==> src/rtl/led_sequencer.sv <==
// Multi-channel LED pattern generator: rotate, bounce, blink-all and PWM breathe,
// with pause control and selectable output polarity.
module led_sequencer #(
   parameter int unsigned TICK_CYCLES = 12_000_000,
   parameter int unsigned STEP_CYCLES = 46_875,
   parameter int unsigned N_LED       = 3,
   parameter int unsigned PWM_BITS    = 8,
   parameter int unsigned ACTIVE_LOW  = 1
) (
   input  logic             sys_clk,
   input  logic             sys_rst,
   input  logic [1:0]       mode,
   input  logic             pause,
   output logic [N_LED-1:0] led
);

   localparam int unsigned TICK_W = (TICK_CYCLES > 1) ? $clog2(TICK_CYCLES) : 1;
   localparam int unsigned STEP_W = (STEP_CYCLES > 1) ? $clog2(STEP_CYCLES) : 1;

   localparam logic [TICK_W-1:0]   TICK_LAST = TICK_W'(TICK_CYCLES - 1);
   localparam logic [STEP_W-1:0]   STEP_LAST = STEP_W'(STEP_CYCLES - 1);
   localparam logic [N_LED-1:0]    PAT_INIT  = {{(N_LED-1){1'b0}}, 1'b1};
   localparam logic [N_LED-1:0]    PAT_ALL   = '1;
   localparam logic [PWM_BITS-1:0] DUTY_MAX  = '1;
   localparam logic [N_LED-1:0]    LED_RST   = (ACTIVE_LOW != 0) ? ~PAT_INIT : PAT_INIT;

   typedef enum logic [1:0] {
      MODE_ROTATE  = 2'd0,
      MODE_BOUNCE  = 2'd1,
      MODE_BLINK   = 2'd2,
      MODE_BREATHE = 2'd3
   } mode_e;

   typedef enum logic {
      DIR_DOWN = 1'b0,
      DIR_UP   = 1'b1
   } dir_e;

   mode_e               mode_q, mode_d;
   dir_e                dir_q, dir_d;
   dir_e                bdir_q, bdir_d;
   logic [N_LED-1:0]    pat_q, pat_d;
   logic [PWM_BITS-1:0] duty_q, duty_d;
   logic [TICK_W-1:0]   tick_cnt_q, tick_cnt_d;
   logic [STEP_W-1:0]   step_cnt_q, step_cnt_d;
   logic [PWM_BITS-1:0] pwm_cnt_q, pwm_cnt_d;
   logic [N_LED-1:0]    led_q, led_d;
   logic [N_LED-1:0]    lit;
   logic                tick;
   logic                step;

   always_ff @(posedge sys_clk or posedge sys_rst) begin
      if (sys_rst) begin
         mode_q     <= MODE_ROTATE;
         dir_q      <= DIR_UP;
         bdir_q     <= DIR_UP;
         pat_q      <= PAT_INIT;
         duty_q     <= '0;
         tick_cnt_q <= '0;
         step_cnt_q <= '0;
         pwm_cnt_q  <= '0;
         led_q      <= LED_RST;
      end else begin
         mode_q     <= mode_d;
         dir_q      <= dir_d;
         bdir_q     <= bdir_d;
         pat_q      <= pat_d;
         duty_q     <= duty_d;
         tick_cnt_q <= tick_cnt_d;
         step_cnt_q <= step_cnt_d;
         pwm_cnt_q  <= pwm_cnt_d;
         led_q      <= led_d;
      end
   end

   always_comb begin
      mode_d     = mode_q;
      dir_d      = dir_q;
      bdir_d     = bdir_q;
      pat_d      = pat_q;
      duty_d     = duty_q;
      tick_cnt_d = tick_cnt_q;
      step_cnt_d = step_cnt_q;
      pwm_cnt_d  = pwm_cnt_q + 1'b1;
      tick       = 1'b0;
      step       = 1'b0;

      // A mode change reloads state and restarts both prescalers, discarding any coincident tick/step.
      if (mode_e'(mode) != mode_q) begin
         mode_d     = mode_e'(mode);
         tick_cnt_d = '0;
         step_cnt_d = '0;
         case (mode_e'(mode))
            MODE_ROTATE, MODE_BOUNCE: begin
               pat_d = PAT_INIT;
               dir_d = DIR_UP;
            end
            MODE_BLINK: pat_d = PAT_ALL;
            default: begin
               duty_d = '0;
               bdir_d = DIR_UP;
            end
         endcase
      end else if (!pause) begin
         tick       = (tick_cnt_q == TICK_LAST);
         step       = (step_cnt_q == STEP_LAST);
         tick_cnt_d = tick ? '0 : tick_cnt_q + 1'b1;
         step_cnt_d = step ? '0 : step_cnt_q + 1'b1;

         if (tick) begin
            case (mode_q)
               MODE_ROTATE: pat_d = {pat_q[N_LED-2:0], pat_q[N_LED-1]};
               MODE_BOUNCE: begin
                  if (dir_q == DIR_UP) begin
                     if (pat_q[N_LED-1]) begin
                        dir_d = DIR_DOWN;
                        pat_d = {1'b0, pat_q[N_LED-1:1]};
                     end else begin
                        pat_d = {pat_q[N_LED-2:0], 1'b0};
                     end
                  end else begin
                     if (pat_q[0]) begin
                        dir_d = DIR_UP;
                        pat_d = {pat_q[N_LED-2:0], 1'b0};
                     end else begin
                        pat_d = {1'b0, pat_q[N_LED-1:1]};
                     end
                  end
               end
               MODE_BLINK: pat_d = (pat_q == PAT_ALL) ? '0 : PAT_ALL;
               default: ;
            endcase
         end

         if (step && (mode_q == MODE_BREATHE)) begin
            if (bdir_q == DIR_UP) begin
               if (duty_q == DUTY_MAX) begin
                  bdir_d = DIR_DOWN;
                  duty_d = duty_q - 1'b1;
               end else begin
                  duty_d = duty_q + 1'b1;
               end
            end else begin
               if (duty_q == '0) begin
                  bdir_d = DIR_UP;
                  duty_d = duty_q + 1'b1;
               end else begin
                  duty_d = duty_q - 1'b1;
               end
            end
         end
      end

      // Output is taken from next-state values so it changes on the same edge as the pattern.
      lit   = (mode_d == MODE_BREATHE) ? {N_LED{pwm_cnt_q < duty_d}} : pat_d;
      led_d = (ACTIVE_LOW != 0) ? ~lit : lit;
   end

   assign led = led_q;

endmodule
==> config.mk <==
export PLATFORM = sky130hd
export DESIGN_NAME = led_sequencer
export DESIGN_NICKNAME = d
export VERILOG_FILES = /design/src/rtl/led_sequencer.sv
export SDC_FILE = /design/constraint.sdc
export NUM_CORES = 1
export LEC_CHECK = 0
export BUFFER_PORTS_ARGS = -buffer_cell sky130_fd_sc_hd__buf_2
export CELL_PAD_IN_SITES_DETAIL_PLACEMENT = 0
export CELL_PAD_IN_SITES_GLOBAL_PLACEMENT = 2
export CORE_UTILIZATION = 40
export DETAILED_ROUTE_END_ITERATION = 10
export MAX_ROUTING_LAYER = met4
export PLACE_DENSITY_LB_ADDON = 0.08
export SYNTH_ARGS = -nofsm -noshare
export SYNTH_HDL_FRONTEND = slang
export SYNTH_SLANG_ARGS = --single-unit
==> constraint.sdc <==
create_clock -name sys_clk -period 4.2 [get_ports sys_clk]
set_input_delay 0.63 -clock sys_clk [delete_from_list [all_inputs] [get_ports sys_clk]]
set_output_delay 0.63 -clock sys_clk [all_outputs]
set_load 0.02 [all_outputs]
## After elaboration in Yosys (flattened, before gate mapping)

Index checks and enable logic that the tools add are counted.

- Flip-flop bits (word level): 66
- Input bits: 5
- Output and inout bits: 3

- Eq/ne operators: 14
- $add $sub $neg: 5
- Muxes and demuxes: 39
- Reductions and logical operators: 11
- Bitwise logic cells: 1
- Magnitude comparators: 1

Operator list:

| cell | number |
|---|---|
| 2-to-1 mux 24 bit | 3 |
| 2-to-1 mux 8 bit | 7 |
| 2-to-1 mux 16 bit | 3 |
| adder 24 x 1 -> 24 bit (second input constant) | 1 |
| == test 24 bit (second input constant) | 1 |
| 2-to-1 mux 3 bit | 8 |
| adder 16 x 1 -> 16 bit (second input constant) | 1 |
| adder 8 x 1 -> 8 bit (second input constant) | 2 |
| == test 16 bit (second input constant) | 1 |
| 2-to-1 mux 1 bit | 15 |
| one-hot mux 3 bit (3 select lines) | 1 |
| == test 2 bit (second input constant) | 4 |
| == test 8 bit (second input constant) | 1 |
| logical NOT 8 bit | 1 |
| less-than comparator 8 bit | 1 |
| subtractor 8 x 1 -> 8 bit (second input constant) | 1 |
| one-hot mux 3 bit (2 select lines) | 1 |
| nonzero test 2 bit | 3 |
| == test 2 x 1 -> 1 bit (second input constant) | 2 |
| logical NOT 2 bit | 2 |
| != test 2 x 1 -> 1 bit (second input constant) | 2 |
| AND reduction 4 bit | 1 |
| == test 3 bit (second input constant) | 1 |
| NOT 3 bit | 1 |
| other kinds (7) | 7 |

## Longest topological paths before layout

Gate-level depths: netlist (run 1).

- Depth in word-level cells: 9
- Mapped depth: 16
- Depth with buffers taken out: 15

## Least setup slack after synthesis (run 1)

OpenSTA, ideal clock, no wires.

- Kind: in2reg
- From: input mode[0]
- To: register led_q[1], in the netlist led[1]
- Slack: 783 ps
- Arrival: 3335 ps
- Data required time: 4118 ps
- Path buffers: 3
- Stages on the path: 14
- Path through: clkbuf_1 > nand2_1 > or3_1 > or2_0 > clkbuf_1 > clkbuf_1 > a21oi_1 > mux2i_1 > inv_1 > ha_1 > nor2b_1 > o41ai_1 > o21ai_1 > a211o_1

- Word-level cells in the longest chain between the ends: 7
- Elaborated cells on any way between the ends: 15

RTL lines:

| element | RTL line | text |
|---|---|---|
| from (decl) | 12 | `input logic [1:0] mode,` |
| == test 2 bit, or another cell as far along | 93 | `case (mode_e'(mode))` |
| OR reduction 3 bit (no source line) | -- |  |
| 2-to-1 mux 8 bit | 93 |  |
| 2-to-1 mux 8 bit (*) | 89 | `if (mode_e'(mode) != mode_q) begin` |
| net duty_d[7] | 43 | `logic [PWM_BITS-1:0] duty_q, duty_d;` |
| less-than comparator 8 bit (*) | 155 | `lit = (mode_d == MODE_BREATHE) ? {N_LED{pwm_cnt_q < duty_d}} : pat_d;` |
| 2-to-1 mux 3 bit (*) | 155 |  |
| NOT 3 bit (*) | 156 | `led_d = (ACTIVE_LOW != 0) ? ~lit : lit;` |
| net led_d[1] | 47 | `logic [N_LED-1:0] led_q, led_d;` |
| to (signal assigned) | 72 | `led_q <= led_d;` |
| to (decl) | 47 |  |

Mark *: on every way through the listed nets, which the timed path passes. The rest lies on a longest branch.
A chain may end at the register's enable or synchronous reset.

## Worst setup path in the final report (run 1)

- From: register step_cnt_q[0]
- To: register led_q[1], in the netlist led[1]

- Word-level cells in the longest chain between the ends: 8

RTL lines:

| element | RTL line | text |
|---|---|---|
| from (decl) | 45 | `logic [STEP_W-1:0] step_cnt_q, step_cnt_d;` |
| from (signal assigned) | 70 | `step_cnt_q <= step_cnt_d;` |
| == test 16 bit | 106 | `step = (step_cnt_q == STEP_LAST);` |
| logical AND 1 bit | 135 | `if (step && (mode_q == MODE_BREATHE)) begin` |
| 2-to-1 mux 8 bit | 135 |  |
| 2-to-1 mux 8 bit | 104 | `end else if (!pause) begin` |
| 2-to-1 mux 8 bit | 89 |  |
| less-than comparator 8 bit | 155 |  |
| 2-to-1 mux 3 bit | 155 |  |
| NOT 3 bit | 156 |  |
| net led_d[1] | 47 |  |

The timed path passes the listed nets, and every way through them passes these cells.

==> run_results.csv, run 1 <==
group,metric,value,unit
outcome,status,"finished, final reports clean",
pwr,cellPowerDensity,310.8,mW/mm²
worst_setup_path,crit_end,"led[1]",
cells_and_area,layout.nets,458,
sta,skew,0.01598,ns
cells_and_area,finalNonFillerCells,573,
synthesis,yosysWarningCount,0,
worst_setup_path,worstSetupPathType,"reg -> reg",
synthesis,synth_nets,455,
place,numPortBuffers,7,
flow_run,max_cap_viol_count,0,
min_path,hold_path_class,"in -> reg",
sta,setup_viol,0,
drt,drt_iter0_drc,121,
worst_setup_path,reg2regPathDepth,14,
sta,rsz0062_at_grt,"no",
sta,setup_ws,0.4947,ns
worst_setup_path,r2r-end,"led[1]",
sta,fmax,0.2699,GHz
global_routing,antenna_found_initial,0,
worst_setup_path,r2r_slack,0.49,ns
worst_setup_path,cp.arrival,3.98,ns
floorplan,io_pins,8,
global_routing,grt.total_usage,19.99,%
global_routing,grt_pass1_wl,15250,µm
global_routing,grt_remaining_overflow,0,
floorplan,die_height,100.5,µm
synthesis,syn_inst,436,
floorplan,die_w,100.5,µm
floorplan,num_rows,35,
synthesis,syn-mean-instance-area,8.902,µm²
floorplan,start_util,41.61,%
cells_and_area,diodes,0,
drt,firstDrtPassIters,4,
synthesis,synth.distinct_cells,53,
global_routing,grtUsageMet3,4.785,%
cts,path_clk_slew,0.07,ns
worst_setup_path,cp-end-kind,"register",
worst_setup_path,critPathMaxFanout,15,
synthesis,synthesis.area,0.003881,mm²
global_routing,grt_util_met1,26.04,%
cts,cts_buffer_depth,2,
worst_setup_path,start_kind,"register",
place,gp_congestion,0.7340,
cts,cts-root-buf,"clkbuf_8",
cts,htreeDepth,3,
place,place_ws,0.4072,ns
worst_setup_path,startpoint,"step_cnt_q[0]",
synthesis,synth_edf_count,0,
worst_setup_path,required,4.47,ns
cts,post-cts-setup-buffers,0,
sta,slew_headroom,35.74,%
place,dp_hpwl,6158,µm
drt,wire_per_inst,15.53,µm
floorplan,core,0.009328,mm²
place,numPlacedInstances,557,
cts,cts_made_buffers,9,
worst_setup_path,regToRegStartpoint,"step_cnt_q[0]",
cts,clk-insertion-delay-late,0.35,ns
synthesis,ys_seq_area_share,42.71,%
sta,fin_crit_sh,88.22,%
cts,cts_tree,"built",
drt,ant_nets,0,
sta,slew_violations,0,
cells_and_area,layout_commonest_cell,"dfrtp_1",
global_routing,grt_max_degree,45,
cells_and_area,area_growth,8.769,%
sta,worstMarginPinSlew,0.9625,ns
drt,wirelength,8896,µm
synthesis,synth_ff_type,"dfrtp_1",
pwr,p_leak,1.756,nW
synthesis,async_flop_share,100.0,%
drt,vias,3124,
drt,drc,0,
drt,viasPerCell,5.452,
cells_and_area,drive_above_1_share,9.234,%
cells_and_area,layout_common_cells,"dfrtp_1 (61), nand2_1 (54), nor2_1 (42), o21ai_0 (30), nand3_1 (27)",
global_routing,first_global_vias,3037,
pwr,ir_drop,0.1458,mV
cts,clkSinkCount,66,
global_routing,met2_usage,31.56,%
global_routing,grt_busiest_layer,"met2",
synthesis,ys_ff_latch,66,
pwr,p_total,0.001312,W
floorplan,die_area,0.01010,mm²
sta,fin_tns_setup,0,ns
sta,whs,0.4844,ns
sta,finalCriticalPeriod,3.705,ns
sta,final-hold-violation-count,0,
metrics by stage:
| step | util, % | cell area [µm²] |
|---|---|---|
| finish | 45.26 | 4222 |
| global route | 45.26 | 4222 |
| CTS | 45.26 | 4222 |
| detailed placement | 43.13 | 4023 |
| global placement | 43.13 | 4023 |
| floorplan | - | 3881 |
state kept, by name (all words and copies together), names as in the netlist, named ones only:
name,count
pwm_cnt_q,8
pat_q,3
tick_cnt_q,24
step_cnt_q,16
bdir_q,1
led,3
dir_q,1
duty_q,8
metal layers:
layer | wire length, µm | vias to the layer above | part of all wire (%)
met4 | 80 | 0 | 0.90
li1 | - | 1562 | -
met2 | 4118 | 42 | 46
met5 | 0 | - | 0
met3 | 290 | 9 | 3.3
met1 | 4406 | 1511 | 50
worst min path at each step:
stage / cells after the start / startpoint / slack, ns / endpoint
2_1_floorplan: 1 / step_cnt_q[15] / 0.44 / step_cnt_q[15]
3_3_place_gp: 1 / pwm_cnt_q[7] / 0.47 / pwm_cnt_q[7]
3_5_place_dp: 1 / pwm_cnt_q[7] / 0.48 / pwm_cnt_q[7]
4_1_cts: 1 / mode[0] / 0.47 / register
5_1_grt: 1 / mode[1] / 0.46 / register
6_report: 1 / mode[1] / 0.48 / register
power by group:
group	internal (W)	total (W)	switching (W)
combinational	0.0000306	0.000104	0.0000737
clock	0.000305	0.000550	0.000245
sequential	0.000647	0.000658	0.0000108
critical path: stages, from the launching register on:
cell,delay (ns)
dfrtp_1,0.43
inv_1,0.07
ha_1,0.14
nor4b_1,0.31
nand4_1,0.37
or2_1,0.54
nor2b_1,0.23
o22ai_1,0.11
ha_1,0.31
a21o_1,0.16
a21oi_1,0.14
nor2b_1,0.06
o41ai_1,0.29
o21ai_1,0.17
a211o_1,0.30
synthesized netlist by cell type, drive strengths merged, types with 3 or more instances:
library cell / n / area (µm²)
nand3: 27 / 135.1
dfstp: 5 / 131.4
dfrtp: 61 / 1526
a211oi: 4 / 30.03
o21ai: 32 / 160.2
nand2: 54 / 202.7
and3: 12 / 75.07
and2: 3 / 18.77
xor2: 12 / 105.1
clkbuf: 15 / 56.30
buf: 3 / 21.27
and4: 5 / 43.79
xnor2: 16 / 140.1
or4b: 3 / 30.03
ha: 14 / 175.2
mux2i: 8 / 80.08
or3: 4 / 25.02
a21oi: 9 / 56.31
or2: 3 / 18.77
nor2: 42 / 157.7
nor4: 7 / 43.79
o22ai: 4 / 25.02
o22a: 3 / 26.28
nor2b: 5 / 31.28
a31oi: 7 / 50.05
o31ai: 10 / 75.07
nor3: 15 / 75.07
nand4: 12 / 81.33
inv: 17 / 63.81
nor4b: 4 / 41.29
area by class of cell:
cell class / count / area [µm²]
well taps: 129 / 161.4
clock inverters: 3 / 40.04
flip-flops and latches: 66 / 1658
inverters: 17 / 63.81
fillers: 954 / 5106
clock buffers: 13 / 158.9
repair buffers: 10 / 57.56
multi-input cells: 335 / 2082
timing repair:
item	4_1_cts	5_1_grt
hold buffers	0	0
endpoints found under the setup margin	0	3
gates resized for setup	0	1
logic make-up after synthesis:
group / after synthesis / synth area share [%]
AO/OA/AOI/OAI: 82 / 13.89
XOR/XNOR: 28 / 6.318
adder cells (fa/ha/maj): 14 / 4.513
buffers and inverters: 35 / 3.643
flip-flops: 66 / 42.71
multiplexers: 10 / 2.643
AND/OR/NAND/NOR: 201 / 26.27
Power figures use the tool's default switching activity.
==> inputs of run 2 (changes only) <==
--- a/config.mk
+++ b/config.mk
@@ -8,10 +8,11 @@
 export BUFFER_PORTS_ARGS = -buffer_cell sky130_fd_sc_hd__buf_2
 export CELL_PAD_IN_SITES_DETAIL_PLACEMENT = 0
 export CELL_PAD_IN_SITES_GLOBAL_PLACEMENT = 2
-export CORE_UTILIZATION = 40
+export CORE_UTILIZATION = 41
+export CTS_BUF_LIST = sky130_fd_sc_hd__clkbuf_8
 export DETAILED_ROUTE_END_ITERATION = 10
 export MAX_ROUTING_LAYER = met4
-export PLACE_DENSITY_LB_ADDON = 0.08
+export PLACE_DENSITY_LB_ADDON = 0.1
 export SYNTH_ARGS = -nofsm -noshare
 export SYNTH_HDL_FRONTEND = slang
 export SYNTH_SLANG_ARGS = --single-unit
==> run_results.csv, run 2 (same netlist as run 1, synthesis figures left out) <==
group,metric,value,unit
outcome,status,"finished, final reports clean",
floorplan,die_height,99.30,µm
worst_setup_path,cpMaxStageDelayCell,"or2_1",
global_routing,first_global_vias,3234,
drt,vias,3115,
sta,rsz0062_at_grt,"no",
cells_and_area,layout_commonest_cell,"dfrtp_1",
place,numPortBuffers,7,
sta,final-hold-violation-count,0,
sta,skew,0.007040,ns
drt,ant_nets,0,
cts,cts-root-buf,"clkbuf_8",
worst_setup_path,startpoint,"step_cnt_q[0]",
cells_and_area,largest_reg_flops,24,
cts,cts_buffer_depth,2,
cts,path_clk_slew,0.07,ns
worst_setup_path,cp.arrival,4.06,ns
worst_setup_path,start_kind,"register",
cells_and_area,layout_common_cells,"dfrtp_1 (61), nand2_1 (54), nor2_1 (42), o21ai_0 (30), nand3_1 (27)",
worst_setup_path,path_cells,"inv_1 -> ha_1 -> nor4b_1 -> nand4_1 -> or2_1 -> a21oi_4 -> mux2_1 -> ha_1 -> nand4_1 -> o21ai_0 -> o41ai_1 -> o21ai_1 -> a211o_1",
sta,fin_crit_sh,90.18,%
cells_and_area,drive_above_1_share,9.009,%
global_routing,grt_max_degree,40,
pwr,ir_drop,0.1367,mV
place,place_ws,0.2744,ns
drt,viasPerCell,5.613,
worst_setup_path,cp-end-kind,"register",
global_routing,antenna_found_initial,0,
floorplan,core,0.009196,mm²
sta,setup_viol,0,
global_routing,grt_pass1_wl,15950,µm
cells_and_area,utilization,45.28,%
pwr,cellPowerDensity,293.0,mW/mm²
sta,fmax,0.2640,GHz
sta,worstMarginPinSlew,0.8498,ns
global_routing,grt_remaining_overflow,0,
sta,slew_violations,0,
cells_and_area,layout.nets,458,
cells_and_area,n_fill_cell,928,
drt,drt_iter0_drc,107,
worst_setup_path,regToRegStartpoint,"step_cnt_q[0]",
cts,htreeDepth,3,
global_routing,grt.total_usage,21.03,%
drt,drc,0,
min_path,hold_path_class,"in -> async",
worst_setup_path,cp_slowest_stage_delay,0.54,ns
place,place_area,0.004000,mm²
flow_run,max_cap_viol_count,0,
pwr,p_leak,1.753,nW
place,gp_congestion,0.7852,
floorplan,start_util,42.20,%
floorplan,num_rows,35,
cells_and_area,area_growth,7.286,%
cts,clk-insertion-delay-late,0.34,ns
sta,slew_headroom,43.26,%
sta,setup_ws,0.4124,ns
worst_setup_path,critPathMaxFanout,15,
cells_and_area,fin_area,0.004164,mm²
cts,clkSinkCount,66,
cells_and_area,diodes,0,
sta,fin_tns_setup,0,ns
floorplan,die_area,0.009860,mm²
drt,wirelength,8831,µm
cells_and_area,top_register,"tick_cnt_q",
drt,wire_per_inst,15.91,µm
worst_setup_path,required,4.47,ns
cts,cts_made_buffers,9,
floorplan,die_w,99.30,µm
cells_and_area,reg_top3,"tick_cnt_q: 24 flops, step_cnt_q: 16 flops",
floorplan,io_pins,8,
drt,firstDrtPassIters,4,
place,dp_hpwl,6208,µm
worst_setup_path,worstSetupPathType,"reg -> reg",
cts,cts_tree,"built",
sta,finalCriticalPeriod,3.788,ns
-- run 2: changes by cell type in the layout (fill, tap and decap cells not counted), sizes merged --
cell	delta
inv	+3
bufinv	-1
clkinv	+1
clkbuf	-3
-- run 2: area by class of cell --
cell class                      instances  area, µm²  share of cell area (%)
Multi-Input combinational cell        335       2082                   50.00
Clock buffer                           10      137.6                   3.305
Timing Repair Buffer                   10      57.56                   1.382
Tap cell                              111      138.9                   3.335
Sequential cell                        66       1658                   39.81
Clock inverter                          6      26.28                  0.6310
Inverter                               17      63.81                   1.532
-- run 2: final timing paths --
| path | to | slack (ns) | depth (start not counted) |
|---|---|---|---|
| max in group asynchronous | bdir_q | 2.79 | 3 |
| setup reg to reg | led[1] | 0.41 | 13 |
| hold / removal | step_cnt_q[4] | 0.45 | 2 |
| setup / recovery | led[1] | 0.41 | 13 |
| hold reg to reg | pwm_cnt_q[7] | 0.49 | 1 |
| min in group sys_clk | pwm_cnt_q[7] | 0.49 | 1 |
-- run 2: layer usage --
layer  GRT usage (%)  share of wire [%]  up-vias
met2           33.71                 47       26
met4           6.448                1.4        0
met3           3.795                2.5        9
li1                -                  -     1568
met1           27.19                 49     1512
met5               -                  0        -
-- run 2: repair_timing --
action                                  CTS  global route
hold buffers                              0             0
resized for setup                         0             1
setup buffers                             0             0
endpoints found under the setup margin    0             3
-- run 2: power by group --
group          internal [W]  switching, W
logic             0.0000305     0.0000735
registers          0.000647     0.0000110
clock network      0.000221      0.000237
-- run 2: metrics by stage --
step	total power [W]	cells	hold WS [ns]
after floorplan	0.0007446	436	0.4395
after global routing	0.001286	555	0.4808
after detailed placement	0.0007754	539	0.4768
after global placement	0.0007758	539	0.4711
after CTS	0.001244	555	0.4817
final	0.001220	555	0.4549
-- run 2: worst max-delay path: cells and delay by family, from the launching register on --
| family | cells | cell delay [ns] |
|---|---|---|
| simple gates | 4 | 1.38 |
| compound gates | 5 | 1.02 |
| fa+ha+maj | 2 | 0.46 |
| flops | 1 | 0.43 |
| mux | 1 | 0.35 |
| buf+inv | 1 | 0.08 |
